--- src/rtl/cmp_scoreboard_pkg.sv ---
// cmp_scoreboard_pkg: result codes, display-select codes and active-low hex glyphs
package cmp_scoreboard_pkg;
  typedef logic [1:0] res_t;
  localparam res_t RES_NONE = 2'b00;
  localparam res_t RES_GT = 2'b01;
  localparam res_t RES_LT = 2'b10;
  localparam res_t RES_EQ = 2'b11;
  localparam logic [1:0] DSEL_GT = 2'b00;
  localparam logic [1:0] DSEL_LT = 2'b01;
  localparam logic [1:0] DSEL_EQ = 2'b10;
  localparam logic [1:0] DSEL_GT_ALIAS = 2'b11;
  localparam logic [7:0] SEG_HEX [16] = '{
    8'hC0, 8'hF9, 8'hA4, 8'hB0, 8'h99, 8'h92, 8'h82, 8'hF8,
    8'h80, 8'h90, 8'h88, 8'h83, 8'hC6, 8'hA1, 8'h86, 8'h8E
  };
endpackage

--- src/rtl/cmp_scoreboard_hex_to_seg7.sv ---
// hex_to_seg7: nib_i hex nibble + dp_i flag -> seg_o active-low {dp,g,f,e,d,c,b,a}
module hex_to_seg7
  import cmp_scoreboard_pkg::*;
(
  input  logic [3:0] nib_i,
  input  logic       dp_i,
  output logic [7:0] seg_o
);
  always_comb seg_o = {~dp_i, SEG_HEX[nib_i][6:0]};
endmodule

--- src/rtl/cmp_scoreboard.sv ---
// cmp_scoreboard: a/b compared on in_valid into out/out_valid, gt/lt/eq saturating counters, disp_sel counter scanned onto seg7/an
module cmp_scoreboard
  import cmp_scoreboard_pkg::*;
#(
  parameter int WIDTH = 4,
  parameter int DIGITS = 2,
  parameter int SCAN_DIV = 4
) (
  input  logic              clk,
  input  logic              rst,
  input  logic              in_valid,
  input  logic              signed_mode,
  input  logic [WIDTH-1:0]  a,
  input  logic [WIDTH-1:0]  b,
  input  logic              clr,
  input  logic [1:0]        disp_sel,
  output logic [1:0]        out,
  output logic              out_valid,
  output logic [7:0]        seg7,
  output logic [DIGITS-1:0] an
);
  localparam int CW = 4 * DIGITS;
  localparam int IW = DIGITS > 1 ? $clog2(DIGITS) : 1;
  localparam int DW = SCAN_DIV > 1 ? $clog2(SCAN_DIV) : 1;
  res_t out_q, out_d, res;
  logic out_valid_q, out_valid_d, gt_raw, wrap, dp;
  logic [CW-1:0] gt_q, gt_d, lt_q, lt_d, eq_q, eq_d, sel_cnt;
  logic [DW-1:0] div_q, div_d;
  logic [IW-1:0] idx_q, idx_d;
  logic [DIGITS-1:0] an_q, an_d;
  logic [7:0] seg_q, seg_d;
  logic [3:0] nib;
  always_comb begin
    out_valid_d = in_valid & ~clr;
    gt_raw = signed_mode ? $signed(a) > $signed(b) : a > b;
    res = a == b ? RES_EQ : gt_raw ? RES_GT : RES_LT;
    out_d = clr ? RES_NONE : out_valid_d ? res : out_q;
    gt_d = clr ? '0 : gt_q + CW'(out_valid_d && res == RES_GT && !(&gt_q));
    lt_d = clr ? '0 : lt_q + CW'(out_valid_d && res == RES_LT && !(&lt_q));
    eq_d = clr ? '0 : eq_q + CW'(out_valid_d && res == RES_EQ && !(&eq_q));
    sel_cnt = disp_sel == DSEL_LT ? lt_q : disp_sel == DSEL_EQ ? eq_q : gt_q;
    wrap = div_q == DW'(SCAN_DIV - 1);
    div_d = wrap ? '0 : div_q + DW'(1);
    idx_d = !wrap ? idx_q : idx_q == IW'(DIGITS - 1) ? '0 : idx_q + IW'(1);
    // seg7 and an are both derived from the next scan index so they always land together
    nib = 4'(sel_cnt >> (4 * idx_d));
    dp = idx_d == '0 && &sel_cnt;
    an_d = ~(DIGITS'(1) << idx_d);
  end
  hex_to_seg7 u_hex (.nib_i(nib), .dp_i(dp), .seg_o(seg_d));
  always_ff @(posedge clk or posedge rst)
    if (rst) begin
      out_q <= RES_NONE;
      out_valid_q <= 1'b0;
      gt_q <= '0;
      lt_q <= '0;
      eq_q <= '0;
      div_q <= '0;
      idx_q <= '0;
      an_q <= ~DIGITS'(1);
      seg_q <= SEG_HEX[0];
    end else begin
      out_q <= out_d;
      out_valid_q <= out_valid_d;
      gt_q <= gt_d;
      lt_q <= lt_d;
      eq_q <= eq_d;
      div_q <= div_d;
      idx_q <= idx_d;
      an_q <= an_d;
      seg_q <= seg_d;
    end
  assign out = out_q;
  assign out_valid = out_valid_q;
  assign seg7 = seg_q;
  assign an = an_q;
endmodule

--- config.mk ---
export PLATFORM = sky130hd
export DESIGN_NAME = cmp_scoreboard
export DESIGN_NICKNAME = d
export VERILOG_FILES = /design/src/rtl/cmp_scoreboard_pkg.sv /design/src/rtl/cmp_scoreboard_hex_to_seg7.sv /design/src/rtl/cmp_scoreboard.sv
export SDC_FILE = /design/constraint.sdc
export NUM_CORES = 1
export LEC_CHECK = 0
export ABC_AREA = 1
export CELL_PAD_IN_SITES_DETAIL_PLACEMENT = 1
export CELL_PAD_IN_SITES_GLOBAL_PLACEMENT = 1
export CORE_ASPECT_RATIO = 1.75
export CORE_MARGIN = 2
export CORE_UTILIZATION = 41
export DETAILED_ROUTE_END_ITERATION = 12
export MAX_ROUTING_LAYER = met4
export PLACE_DENSITY_LB_ADDON = 0.3
export SETUP_SLACK_MARGIN = 0.15
export SYNTH_ARGS = -nofsm -noshare
export SYNTH_HDL_FRONTEND = slang
export SYNTH_SLANG_ARGS = --single-unit
--- constraint.sdc ---
create_clock -name clk -period 2.5 [get_ports clk]
set_input_delay 0.5 -clock clk [delete_from_list [all_inputs] [get_ports clk]]
set_output_delay 0.5 -clock clk [all_outputs]
set_load 0.02 [all_outputs]
==> results of run 1 <==
-- what timing repair did --
action	in CTS	in global routing
buffers inserted	2	2
pin swaps	19	14
resized for setup	43	22
setup endpoints to repair	18	12
-- kinds of logic (layout without fill, tap and decap cells) --
kind of cell    Yosys count  after routing  synth area share (%)
fa+ha+maj                17             17                  8.91
compound gates           23             23                  4.82
xor+xnor                  2              2                 0.734
buf+inv                  54            106                  9.07
simple gates            181            181                  35.4
flops                    39             39                  41.0
-- metal layers --
| layer | up-vias | global-route usage (%) |
|---|---|---|
| met1 | 1131 | 22.2 |
| li1 | 1109 | - |
| met4 | 0 | 10.3 |
| met2 | 43 | 42.1 |
| met5 | - | - |
| met3 | 19 | 3.34 |
-- power breakdown --
group,switching [W],internal (W)
clock,0.000217,0.000252
sequential,0.0000114,0.000653
combinational,0.000172,0.000121
total,0.000400,0.00103
-- final cells by class --
| type | count | area [um^2] | share of cell area (%) |
|---|---|---|---|
| clock buffers | 8 | 100 | 3.16 |
| inverters | 50 | 190 | 6.01 |
| multi-input cells | 223 | 1390 | 43.9 |
| flip-flops and latches | 39 | 980 | 31.0 |
| well taps | 76 | 95.1 | 3.01 |
| repair buffers | 48 | 410 | 13.0 |
-- through the flow --
stage                     cells  instance area (um^2)
after floorplan             316                  2390
after global routing        444                  3160
after global placement      432                  2850
after detailed placement    432                  2850
after CTS                   442                  3090
final                       444                  3160
-- worst min path at each step --
stage | end | slack (ps)
after global routing | div_q[0]$_DFF_PP0_ | 450
after floorplan | div_q[0]$_DFF_PP0_ | 400
after CTS | div_q[0]$_DFF_PP0_ | 440
final | div_q[0]$_DFF_PP0_ | 440
after global placement | div_q[0]$_DFF_PP0_ | 410
after detailed placement | div_q[0]$_DFF_PP0_ | 430
-- worst register-to-register path, cell delays in order (launching register included) --
cell and delay (ps):
dfrtp_1 390, ha_1 230, inv_1 60, nand2_1 50, nand2_2 180, inv_2 110
nand3_1 100, nand2_1 80, buf_4 160, ha_1 320, nand3_1 80, nand3_1 80
nand2_1 50
-- cell usage after synthesis, drive strengths merged --
master / count
a21oi: 12
nor2: 29
nand3b: 2
clkinv: 1
buf: 2
clkbuf: 2
nor3b: 1
dfstp: 3
nor4: 1
nor3: 15
nand2: 89
nand3: 39
o21ai: 11
xor2: 1
inv: 49
dfrtp: 36
ha: 17
xnor2: 1
nand4: 5
-- registers in the layout (all words and copies together), names as in the netlist --
signal	count
eq_q	8
gt_q	8
lt_q	8
seg7	8
an	2
div_q	2
out	2
out_valid	1
-- cell usage in the layout, fill, tap and decap left out, drive strengths merged, types with 2 or more instances in the layout --
cell type and count:
inv 49, clkdlybuf4s15 3, dlygate4sd2 2, o21ai 11, nor2 29, ha 17, nand3 39, a21oi 12
dfrtp 36, dfstp 3, nand2 89, buf 21, clkdlybuf4s50 19, nor3 15, nand4 5, clkbuf 11
nand3b 2
==> results.cfg, run 1 <==
[floorplanning]
initial_core_util_pct = 42.7
fp-row-count = 36
ios = 28
die_x_um = 61.7
core-area_um2 = 5590
die_area_um2 = 6470
die_height_um = 105

[detailed_routing]
drtIter0Drc = 59
drcViolationCount = 0
dr_wl_met3_um = 149
routed_wl_mm = 6.70
wl_per_cell_um = 15.1
wl_met1_mm = 2.28
via_count = 2302
top_layer_used = met4
first_pass_iters = 4
met2_length_mm = 4.01
vias_per_cell = 5.18
antenna_left = 0

[synthesis]
yosysTopAreaCell = dfrtp_1
ys_seq_elements = 39
synth_area_um2 = 2390
synth_cells = 316
synth_area_leaders = dfrtp_1, nand2_1, ha_1, nand3_1, inv_1
synth_top_cell_area_share_pct = 37.7
syn_nets = 348
avgSynthCellArea_um2 = 7.55
synth_seq_area_share_pct = 41.0
ys_types = 27
ys_warn_count = 0

[critical_path]
critPathLaunchType = primary input
path_cells = clkdlybuf4s15_1 -> ha_4 -> inv_2 -> nor2_2 -> o21ai_2 -> nand4_1 -> nand3_4 -> nor3_4 -> ha_4 -> ha_4 -> nand3_2 -> nor2_4 -> o21ai_1 -> a21oi_1
r2r_end = seg7[3]$_DFF_PP0_
cpPeakStageDelay_ps = 280
worstPathArrival_ps = 2500
critical_path_class = primary input to flop
regToRegStartpoint = div_q[0]$_DFF_PP0_
setup.worst_path.end_class = flop
cp.required_ps = 2720
reg2regPathDepth = 12
crit_path_top_delay_cell = ha_4
crit_family = simple AND/OR/NAND/NOR gates
crit_fanout = 3
crit_end = gt_q[6]$_DFF_PP0_
cpMostUsedCell = ha_4
rrSetupSlack_ps = 490
worst-path-buf-inv = 2
cp.depth = 14
crit_path_start = a[1]

[cells_and_area]
syn_to_final_growth_pct = 32.5
antenna_cells = 0
fillers = 723
nets = 399
drive_above_1_share_pct = 23.9
post-route-util_pct = 56.7

[pwr]
vdd_ir_drop_max_mv = 0.304
p_total_w = 0.00143
total_leakage_power_nw = 1.54
p_per_area_nw_per_um2 = 451

[cts]
cts_tree = done
clk_latency_ps = 290
cts_max_level = 2
cts_hold_buf = 0
clk_pin_slew_ps = 70
cts_buffers = 5
cts_num_sinks = 39
cts-root-buf = clkbuf_8
clockBufferDepth = 2

[min_path]
hp-class = flop to flop
holdPathStages = 1
min-delay-start = div_q[0]$_DFF_PP0_

[global_routing]
grt_max_degree = 40
grt_pass1_vias = 2503
antenna_found_initial = 0
grt_overflow = 0
track_usage_pct = 23.1
grt_pass1_wl_mm = 11.0

[sta]
fin_ws_ps = 222
maxSlewViolCount = 0
final-hold-violation-count = 0
setup_viol_count_final = 0
relSlewSlack_pct = 66.3
fin_crit_ps = 2280
worstMarginPinSlew_ps = 506
finalHoldWorstSlack_ps = 439
min_period_over_period_pct = 91.1
rsz0062_at_grt = no
max_clock_freq_mhz = 439
tns_ps = 0
fin_worst_skew_ps = 5.47

[place]
dpl.hpwl_mm = 4.98
portBuffers = 27
gp_congestion = 0.832
detailedPlace.worstSlack_ps = -534

[run]
cap_violations = 0

[run_status]
status = finished, final reports clean
Power figures use the tool's default switching activity.
==> run 2: changes to the inputs <==
--- a/config.mk
+++ b/config.mk
@@ -18,3 +18,4 @@
 export SYNTH_ARGS = -nofsm -noshare
 export SYNTH_HDL_FRONTEND = slang
 export SYNTH_SLANG_ARGS = --single-unit
+export TNS_END_PERCENT = 100
==> results of run 2 <==
No change in the layout: final DEF, timing and power equal those of run 1.
